--- src/rtl/clk_period_meter_pkg.sv ---
// Shared types and constants for the clock period meter and its matching divider.
package clk_period_meter_pkg;

    typedef enum logic [1:0] {
        S_IDLE = 2'd0,
        S_ACQ  = 2'd1,
        S_LOCK = 2'd2
    } state_t;

    localparam int unsigned CNT_W_DEFAULT = 32;

    // Level the divider output sits at out of reset; the synchronizer idles here too.
    localparam logic DIV_RESET_LEVEL = 1'b1;

endpackage

--- src/rtl/clk_period_meter_sync.sv ---
// Multi-flop synchronizer for the measured clock with both-polarity edge detection.
module clk_in_sync
    import clk_period_meter_pkg::*;
#(
    parameter int unsigned SYNC_STAGES = 2
) (
    input  logic CLK,
    input  logic RSTn,
    input  logic clk_in_i,
    output logic rise_pulse_o,
    output logic fall_pulse_o,
    output logic level_o
);

    logic [SYNC_STAGES-1:0] sync_q;
    logic                   prev_q;

    always_ff @(posedge CLK or negedge RSTn) begin
        if (!RSTn) begin
            sync_q <= {SYNC_STAGES{DIV_RESET_LEVEL}};
            prev_q <= DIV_RESET_LEVEL;
        end else begin
            sync_q <= {sync_q[SYNC_STAGES-2:0], clk_in_i};
            prev_q <= sync_q[SYNC_STAGES-1];
        end
    end

    assign level_o      = sync_q[SYNC_STAGES-1];
    assign rise_pulse_o = sync_q[SYNC_STAGES-1] & ~prev_q;
    assign fall_pulse_o = ~sync_q[SYNC_STAGES-1] & prev_q;

endmodule

--- src/rtl/clk_period_meter.sv ---
// Measures a slow square wave in CLK cycles, recovers the divider terminal count and declares lock.
module clk_period_meter
    import clk_period_meter_pkg::*;
#(
    parameter int unsigned CNT_W          = CNT_W_DEFAULT,
    parameter int unsigned SYNC_STAGES    = 2,
    parameter int unsigned LOCK_COUNT     = 4,
    parameter int unsigned TOL            = 0,
    parameter int unsigned TIMEOUT_CYCLES = 32'd1000000
) (
    input  logic             CLK,
    input  logic             RSTn,
    input  logic             CLK_IN,
    output logic [CNT_W-1:0] DIV_VALUE,
    output logic [CNT_W-1:0] HIGH_LEN,
    output logic [CNT_W-1:0] LOW_LEN,
    output logic [CNT_W:0]   PERIOD,
    output logic             LOCKED,
    output logic             UPDATE,
    output logic             STALLED
);

    localparam logic [CNT_W-1:0] ONE      = CNT_W'(1);
    localparam logic [CNT_W-1:0] TIMEOUT  = CNT_W'(TIMEOUT_CYCLES);
    localparam logic [CNT_W-1:0] TOL_W    = CNT_W'(TOL);
    localparam logic [CNT_W-1:0] LOCK_TGT = CNT_W'(LOCK_COUNT - 1);

    logic rise, fall, level;

    clk_in_sync #(
        .SYNC_STAGES(SYNC_STAGES)
    ) u_sync (
        .CLK         (CLK),
        .RSTn        (RSTn),
        .clk_in_i    (CLK_IN),
        .rise_pulse_o(rise),
        .fall_pulse_o(fall),
        .level_o     (level)
    );

    state_t           state_q, state_d;
    logic [CNT_W-1:0] run_cnt_q, run_cnt_d;
    logic [CNT_W-1:0] last_m_q, last_m_d;
    logic             have_last_q, have_last_d;
    logic [CNT_W-1:0] match_cnt_q, match_cnt_d;
    logic [CNT_W-1:0] hi_seg_q, hi_seg_d;
    logic [CNT_W-1:0] lo_seg_q, lo_seg_d;
    logic [CNT_W-1:0] div_q, div_d;
    logic [CNT_W-1:0] high_q, high_d;
    logic [CNT_W-1:0] low_q, low_d;
    logic [CNT_W:0]   period_q, period_d;
    logic             locked_q, locked_d;
    logic             update_q, update_d;
    logic             stalled_q, stalled_d;

    logic             edge_det;
    logic             ends_high;
    logic [CNT_W-1:0] seg_len;
    logic [CNT_W-1:0] diff;
    logic             in_tol;
    logic             load;

    assign edge_det  = rise | fall;
    assign ends_high = ~level;
    assign seg_len   = run_cnt_q + ONE;
    assign diff      = (run_cnt_q >= last_m_q) ? (run_cnt_q - last_m_q) : (last_m_q - run_cnt_q);
    assign in_tol    = have_last_q && (diff <= TOL_W);

    always_comb begin
        state_d     = state_q;
        run_cnt_d   = run_cnt_q;
        last_m_d    = last_m_q;
        have_last_d = have_last_q;
        match_cnt_d = match_cnt_q;
        hi_seg_d    = hi_seg_q;
        lo_seg_d    = lo_seg_q;
        div_d       = div_q;
        high_d      = high_q;
        low_d       = low_q;
        period_d    = period_q;
        stalled_d   = stalled_q;
        update_d    = 1'b0;
        load        = 1'b0;

        if (edge_det) begin
            run_cnt_d = '0;
        end else if (run_cnt_q != TIMEOUT) begin
            run_cnt_d = run_cnt_q + ONE;
        end

        if (edge_det) begin
            stalled_d = 1'b0;
            // Segment lengths are tracked internally so both halves are valid at lock time.
            if (state_q != S_IDLE) begin
                if (ends_high) hi_seg_d = seg_len;
                else           lo_seg_d = seg_len;
            end
            unique case (state_q)
                S_IDLE: begin
                    state_d     = S_ACQ;
                    match_cnt_d = '0;
                    have_last_d = 1'b0;
                end
                S_ACQ: begin
                    match_cnt_d = in_tol ? (match_cnt_q + ONE) : '0;
                    last_m_d    = run_cnt_q;
                    have_last_d = 1'b1;
                    if (match_cnt_d == LOCK_TGT) begin
                        state_d = S_LOCK;
                        load    = 1'b1;
                    end
                end
                S_LOCK: begin
                    last_m_d = run_cnt_q;
                    if (in_tol) begin
                        load = 1'b1;
                    end else begin
                        state_d     = S_ACQ;
                        match_cnt_d = '0;
                    end
                end
                default: state_d = S_IDLE;
            endcase
        end else if ((run_cnt_d == TIMEOUT) && (run_cnt_q != TIMEOUT)) begin
            state_d     = S_IDLE;
            stalled_d   = 1'b1;
            have_last_d = 1'b0;
            match_cnt_d = '0;
        end

        if (load) begin
            div_d    = run_cnt_q;
            high_d   = hi_seg_d;
            low_d    = lo_seg_d;
            period_d = {1'b0, hi_seg_d} + {1'b0, lo_seg_d};
            update_d = 1'b1;
        end

        locked_d = (state_d == S_LOCK);
    end

    always_ff @(posedge CLK or negedge RSTn) begin
        if (!RSTn) begin
            state_q     <= S_IDLE;
            run_cnt_q   <= '0;
            last_m_q    <= '0;
            have_last_q <= 1'b0;
            match_cnt_q <= '0;
            hi_seg_q    <= '0;
            lo_seg_q    <= '0;
            div_q       <= '0;
            high_q      <= '0;
            low_q       <= '0;
            period_q    <= '0;
            locked_q    <= 1'b0;
            update_q    <= 1'b0;
            stalled_q   <= 1'b0;
        end else begin
            state_q     <= state_d;
            run_cnt_q   <= run_cnt_d;
            last_m_q    <= last_m_d;
            have_last_q <= have_last_d;
            match_cnt_q <= match_cnt_d;
            hi_seg_q    <= hi_seg_d;
            lo_seg_q    <= lo_seg_d;
            div_q       <= div_d;
            high_q      <= high_d;
            low_q       <= low_d;
            period_q    <= period_d;
            locked_q    <= locked_d;
            update_q    <= update_d;
            stalled_q   <= stalled_d;
        end
    end

    assign DIV_VALUE = div_q;
    assign HIGH_LEN  = high_q;
    assign LOW_LEN   = low_q;
    assign PERIOD    = period_q;
    assign LOCKED    = locked_q;
    assign UPDATE    = update_q;
    assign STALLED   = stalled_q;

endmodule
--- config.mk ---
export PLATFORM = sky130hd
export DESIGN_NAME = clk_period_meter
export DESIGN_NICKNAME = d
export VERILOG_FILES = /design/src/rtl/clk_period_meter_pkg.sv /design/src/rtl/clk_period_meter_sync.sv /design/src/rtl/clk_period_meter.sv
export SDC_FILE = /design/constraint.sdc
export NUM_CORES = 1
export LEC_CHECK = 0
export ABC_AREA = 0
export CORE_AREA = 2 2 183 185
export CTS_BUF_LIST = sky130_fd_sc_hd__clkbuf_8 sky130_fd_sc_hd__clkbuf_16
export DETAILED_ROUTE_END_ITERATION = 8
export DIE_AREA = 0 0 185 187
export DONT_BUFFER_PORTS = 1
export GPL_ROUTABILITY_DRIVEN = 0
export GPL_TIMING_DRIVEN = 0
export PLACE_DENSITY = 0.7
export REMOVE_ABC_BUFFERS = 1
export SETUP_SLACK_MARGIN = 0.3
export SLEW_MARGIN = 20
export SYNTH_ARGS = -nofsm -noshare
export SYNTH_HDL_FRONTEND = slang
export SYNTH_HIERARCHICAL = 1
export SYNTH_SLANG_ARGS = --single-unit
--- constraint.sdc ---
create_clock -name CLK -period 12.29 [get_ports CLK]
set_input_delay 0.6145 -clock CLK [delete_from_list [all_inputs] [get_ports CLK]]
set_output_delay 0.6145 -clock CLK [all_outputs]
set_load 0.02 [all_outputs]
==> results.py, run 1 <==
metrics = {
    "sta": {
        "slew_headroom_pct": 33.0,
        "worst_slew_pin_slew_ns": 1.00,
        "period_needed_ns": 6.82,
        "hold_violations": 0,
        "finalWorstSetupSlack_ns": 5.47,
        "setup_viol": 0,
        "tns_ns": 0,
        "max_freq_ghz": 0.147,
        "final_max_slew_viol_count": 0,
        "rsz0062_at_grt": "false",
        "fin_crit_sh_pct": 55.5,
        "skew_ns": 0.0223,
        "holdWs_ns": 0.0690,
    },
    "cells_and_area": {
        "fillerInstances": 2799,
        "diodes": 0,
        "design_area_um2": 19400,
        "final_cells": 2324,
        "final_util_pct": 59.0,
        "nets": 1961,
        "drive_above_1_share_pct": 7.84,
        "syn2layout_area_growth_pct": 9.12,
    },
    "drt": {
        "vias": 14087,
        "drt_iter0_markers": 1143,
        "postRouteAntennaNets": 0,
        "routedWlPerCell_um": 19.1,
        "drcViolationCount": 0,
        "first_pass_iters": 6,
        "vias_per_cell": 6.06,
        "routed_wl_um": 44400,
    },
    "floorplan": {
        "core_um2": 32900,
        "die_h_um": 187,
        "fp-row-count": 67,
        "die_area_um2": 34600,
        "die_x_um": 185,
        "boundaryPins": 135,
        "initial_core_util_pct": 54.1,
    },
    "setup_path": {
        "critPathCaptureType": "flop",
        "slowest_stage": "nor3b_4",
        "critical-path-top-cell-by-count": "buf_6",
        "worstPathArrival_ns": 7.22,
        "crit_path_start_kind": "flop",
        "critPathBufInv": 5,
        "max_stage_delay_ns": 0.77,
        "crit_family": "simple AND/OR/NAND/NOR gates",
        "worstPathCellList": "inv_1 > ha_1 > and4_1 > nand2b_1 > a211oi_1 > nor3_1 > a221oi_1 > o2111ai_1 > nor4b_1 > or4b_1 > and2_1 > nor4b_2 > nor3b_4 > buf_8 > buf_6 > buf_6 > buf_6 > mux2_2",
        "critical_path_class": "flop to flop",
        "worstPathRequired_ns": 12.70,
        "crit_fanout": 19,
    },
    "yosys": {
        "yosysWarnings": 6,
        "postSynthAreaPerCell_um2": 9.41,
        "seq_area_frac_synth_pct": 42.0,
        "ys.flop_type": "dfrtp_1",
        "yosysTopAreaCell": "dfrtp_1",
        "postSynth.asyncResetShare_pct": 100,
        "syn_area_um2": 17800,
        "yosysMostFrequentCell": "dfrtp_1",
        "ys_types": 77,
        "synth_top_area_share_pct": 41.6,
        "synth_commonest_cells": "dfrtp_1 (295), nand2_1 (157), nor2_1 (156)",
        "syn-instance-count": 1888,
        "synth_area_leaders": "dfrtp_1 (42%), ha_1 (7.2%), mux2_1 (5.3%)",
        "yosys_register_bits": 298,
        "synth_edf_count": 0,
    },
    "clock_tree": {
        "h-tree-depth": 2,
        "cts.sinks": 298,
        "clk_latency_ns": 0.55,
        "hold_buffers": 2,
        "root_buffer": "clkbuf_16",
        "clk_path_buf_depth": 3,
        "cts_resized": 0,
        "clkTransAtPathRegs_ns": 0.06,
        "cts_buffers": 34,
        "cts_tree": "built",
        "cts_setup_buffers": 0,
    },
    "pwr": {
        "vdd_drop_max_mv": 0.111,
        "p_total_mw": 3.06,
        "leakage_nw": 9.17,
        "power.density_nw_per_um2": 158,
    },
    "placement": {
        "dp.final_hpwl_um": 32000,
        "dp.cells": 2262,
        "dp_slack_ns": 5.66,
        "portBuffers": 0,
        "post_dp_cell_area_um2": 18100,
    },
    "grt": {
        "antenna_found_initial": 0,
        "grt_pass1_wl_um": 73000,
        "grtUsageTotal_pct": 26.1,
        "overflow": 0,
        "grt_pass1_vias": 14001,
        "grt_max_degree": 297,
    },
    "run": {
        "cap_violations": 0,
    },
    "worst_hold_path": {
        "min_path_type": "primary input to flop",
    },
    "run_status": {
        "status": "complete, no violations",
    },
}
-- cells by family (layout without fill, tap and decap cells) --
family	count (synthesis)	after routing	share of synthesized area, %
compound gates	496	496	17.3
mux	140	140	8.81
buf+inv	185	173	4.43
simple gates	567	567	15.3
flops	298	298	42.0
fa+ha+maj	103	103	7.30
xor+xnor	99	99	4.88
-- flip-flops by register name, indices dropped and copies added (netlist names) --
name / flops
UPDATE: 1
hi_seg_q: 32
state_q: 2
STALLED: 1
match_cnt_q: 32
DIV_VALUE: 32
HIGH_LEN: 32
LOW_LEN: 32
have_last_q: 1
last_m_q: 32
run_cnt_q: 32
u_sync/prev_q: 1
PERIOD: 33
LOCKED: 1
lo_seg_q: 32
u_sync/sync_q: 2
-- final timing paths --
kind	from	end	slack, ns	cells past startpoint
worst min-delay path	CLK_IN	u_sync/sync_q[0]	0.07	0
min in group asynchronous	RSTn	match_cnt_q[23]	0.58	2
worst max-delay path	run_cnt_q[8]	DIV_VALUE[29]	5.47	18
worst min register to register	u_sync/sync_q[0]	u_sync/sync_q[1]	0.36	0
max in group asynchronous	RSTn	DIV_VALUE[29]	10.23	4
worst max register to register	run_cnt_q[8]	DIV_VALUE[29]	5.47	18
-- cell usage in the layout, fill, tap and decap left out, types with 9 or more instances in the layout --
| cell type | n |
|---|---|
| or2_2 | 9 |
| xor2_1 | 23 |
| and3_1 | 15 |
| mux2i_1 | 9 |
| nor3_1 | 46 |
| nand3_1 | 50 |
| mux2_1 | 84 |
| a31oi_1 | 20 |
| nor2b_1 | 14 |
| inv_1 | 99 |
| xnor2_1 | 76 |
| or3_1 | 11 |
| nand2_1 | 155 |
| o21ai_0 | 152 |
| nor2_1 | 156 |
| nand4_1 | 29 |
| a21oi_1 | 131 |
| nand2b_1 | 12 |
| clkbuf_16 | 34 |
| a211oi_1 | 13 |
| dfrtp_1 | 295 |
| nor4_1 | 20 |
| mux2_2 | 47 |
| o211ai_1 | 11 |
| a21o_1 | 42 |
| o31ai_1 | 33 |
| ha_1 | 102 |
| and2_1 | 14 |
| o21a_1 | 14 |
-- layout make-up --
| type | count | area (um^2) | share of cell area (%) |
|---|---|---|---|
| Inverter | 94 | 353 | 1.82 |
| Tap cell | 448 | 561 | 2.89 |
| Sequential cell | 298 | 7460 | 38.5 |
| Multi-Input combinational cell | 1405 | 9560 | 49.3 |
| Timing Repair Buffer | 22 | 312 | 1.61 |
| Clock inverter | 15 | 179 | 0.923 |
| Clock buffer | 42 | 961 | 4.96 |
-- layer usage --
layer,GRT usage [%],vias up,wire (um)
li1,-,6693,-
met1,34.7,6855,19200
met2,41.7,449,20900
met3,5.82,90,2980
met4,9.80,0,1410
met5,0,-,0
-- report_power, final --
part | internal (mW) | switching (mW)
logic | 0.384 | 0.570
registers | 1.05 | 0.0268
clock network | 0.619 | 0.411
total | 2.05 | 1.01
-- worst register-to-register path: stages, from the launching register on --
cell and delay (ns):
dfrtp_1 0.49, inv_1 0.13, ha_1 0.67, and4_1 0.50
nand2b_1 0.20, a211oi_1 0.37, nor3_1 0.10, a221oi_1 0.41
o2111ai_1 0.19, nor4b_1 0.45, or4b_1 0.57, and2_1 0.21
nor4b_2 0.32, nor3b_4 0.77, buf_8 0.27, buf_6 0.22
buf_6 0.22, buf_6 0.23, mux2_2 0.36
Power figures use the tool's default switching activity.
==> inputs of run 2 (changes only) <==
- clock period: 12.29 -> 6.4 ns (I/O delays scaled with it)
==> results.py, run 2 (synthesis gave the netlist of run 1 again) <==
metrics = {
    "drt": {
        "first_pass_iters": 7,
        "routedWlPerCell_um": 19.1,
        "vias_per_cell": 6.08,
        "postRouteAntennaNets": 0,
        "routed_wl_um": 44400,
        "drt_iter0_markers": 1041,
        "vias": 14113,
        "drcViolationCount": 0,
    },
    "sta": {
        "hold_violations": 298,
        "rsz0062_at_grt": "false",
        "holdWs_ns": -0.524,
        "setup_viol": 0,
        "fin_crit_sh_pct": 93.2,
        "slew_headroom_pct": 32.5,
        "period_needed_ns": 5.96,
        "final_max_slew_viol_count": 0,
        "max_freq_ghz": 0.168,
        "skew_ns": 0.0222,
        "worst_slew_pin_slew_ns": 1.01,
    },
    "setup_path": {
        "crit_family": "simple AND/OR/NAND/NOR gates",
        "r2r-end": "DIV_VALUE[29]",
        "worstPathRequired_ns": 6.81,
        "rrSetupSlack_ns": 0.44,
        "critPathCaptureType": "flop",
        "crit_path_start_kind": "flop",
        "max_stage_delay_ns": 0.56,
        "critical_path_class": "flop to flop",
        "r2r_cells": 18,
        "critical-path-top-cell-by-count": "buf_6",
        "crit_fanout": 17,
        "worstPathArrival_ns": 6.38,
        "timing.rr.start": "run_cnt_q[7]",
        "slowest_stage": "or4b_1",
        "worstPathCellList": "inv_1 > ha_2 > nand4_1 > nand2b_1 > a211oi_4 > nor3_1 > a221oi_1 > o2111ai_1 > nor4b_2 > or4b_1 > and2_1 > nor4b_2 > nor3b_4 > buf_8 > buf_6 > buf_6 > buf_6 > mux2_2",
        "critPathBufInv": 5,
    },
    "clock_tree": {
        "h-tree-depth": 2,
        "clk_latency_ns": 0.55,
        "hold_buffers": 1,
        "clk_path_buf_depth": 3,
        "cts_tree": "built",
        "cts.sinks": 298,
        "root_buffer": "clkbuf_16",
        "cts_buffers": 34,
        "clkTransAtPathRegs_ns": 0.06,
    },
    "floorplan": {
        "die_h_um": 187,
        "boundaryPins": 135,
        "fp-row-count": 67,
        "initial_core_util_pct": 54.1,
        "core_um2": 32900,
        "die_area_um2": 34600,
        "die_x_um": 185,
    },
    "pwr": {
        "vdd_drop_max_mv": 0.213,
        "comb_power_share_pct": 31.3,
        "p_int_mw": 3.96,
        "switching_share_pct": 32.7,
        "p_switching_mw": 1.93,
        "clkPwrFrac_pct": 33.6,
        "power.density_nw_per_um2": 303,
        "leakage_nw": 9.16,
        "sequentialPowerShare_pct": 35.1,
    },
    "cells_and_area": {
        "largest_register_ffs": 33,
        "fillerInstances": 2784,
        "nets": 1958,
        "diodes": 0,
        "design_area_um2": 19400,
        "final_common_cell": "dfrtp_1",
        "mostFrequentLayoutCells": "dfrtp_1 (294), nor2_1 (155), nand2_1 (155)",
        "syn2layout_area_growth_pct": 9.46,
        "drive_above_1_share_pct": 9.18,
    },
    "placement": {
        "post_dp_cell_area_um2": 18100,
        "dp.final_hpwl_um": 32000,
        "portBuffers": 0,
    },
    "run_status": {
        "status": "complete, but fails checks",
        "violations": "hold timing",
    },
    "run": {
        "cap_violations": 0,
    },
    "grt": {
        "grt_pass1_vias": 14023,
        "antenna_found_initial": 0,
        "grtUsageTotal_pct": 26.0,
        "grt_pass1_wl_um": 72900,
        "overflow": 0,
        "grt_max_degree": 299,
    },
    "worst_hold_path": {
        "min_path_type": "primary input to async pin",
    },
}
-- run 2: cell count changes in the layout (fill, tap and decap cells not counted), sizes merged --
cell / before / now
dlygate4sd3: 2 / 1
buf: 20 / 18
-- run 2: area by class of cell --
type                            count  area [um^2]  share of cell area [%]
Clock inverter                     15          179                   0.920
Sequential cell                   298         7460                    38.4
Timing Repair Buffer               19          226                    1.16
Inverter                           94          353                    1.81
Clock buffer                       42          961                    4.94
Multi-Input combinational cell   1405         9700                    49.9
Tap cell                          448          561                    2.88
-- run 2: metal layers --
metal	wire length [um]	global-route usage (%)
met1	19100	34.5
met2	20900	41.7
met5	0	0
met4	1480	9.95
met3	3000	5.78
-- run 2: worst reg2reg max path: stages, from the launching register on --
cell and delay (ns):
dfrtp_1 0.49, inv_1 0.18, ha_2 0.51, nand4_1 0.26, nand2b_1 0.34, a211oi_4 0.30
nor3_1 0.10, a221oi_1 0.40, o2111ai_1 0.20, nor4b_2 0.35, or4b_1 0.56, and2_1 0.21
nor4b_2 0.32, nor3b_4 0.36, buf_8 0.23, buf_6 0.22, buf_6 0.22, buf_6 0.23
mux2_2 0.36
-- run 2: worst max-delay path by stage --
stage	startpoint	endpoint	slack (ns)	cells after the start
final	run_cnt_q[7]	DIV_VALUE[29]	0.44	18
after global routing	run_cnt_q[7]	DIV_VALUE[29]	0.28	18
after CTS	run_cnt_q[8]	DIV_VALUE[31]	0.38	18
after detailed placement	run_cnt_q[7]	DIV_VALUE[25]	-0.23	18
after global placement	run_cnt_q[8]	DIV_VALUE[31]	-6.34	14
after floorplan	run_cnt_q[4]	DIV_VALUE[14]	-3.16	14
-- run 2: power groups by stage --
stage               sequential, mW  clock, mW  combinational, mW
CTS                           2.07       2.01               1.77
global placement              2.09          0               1.67
global route                  2.08       2.08               2.01
detailed placement            2.10          0               1.74
finish                        2.07       1.98               1.85
floorplan                     2.09          0               1.33
-- run 2: what timing repair did --
action,in CTS,in global routing
endpoints found under the hold margin,299,298
endpoints found under the setup margin,91,24
setup buffers,1,0
resized for setup,8,28
-- run 2: through the flow --
stage	TNS, ns	worst slack [ns]	power, mW	instances	utilization, %
2_1_floorplan	-387.00	-3.16	3.42	1797	-
3_3_place_gp	-811.47	-6.34	3.76	2245	54.4
3_5_place_dp	-3.55	-0.227	3.84	2262	55.2
4_1_cts	0	0.379	5.85	2321	58.8
5_1_grt	0	0.285	6.17	2321	59.2
6_report	0	0.435	5.89	2321	59.2
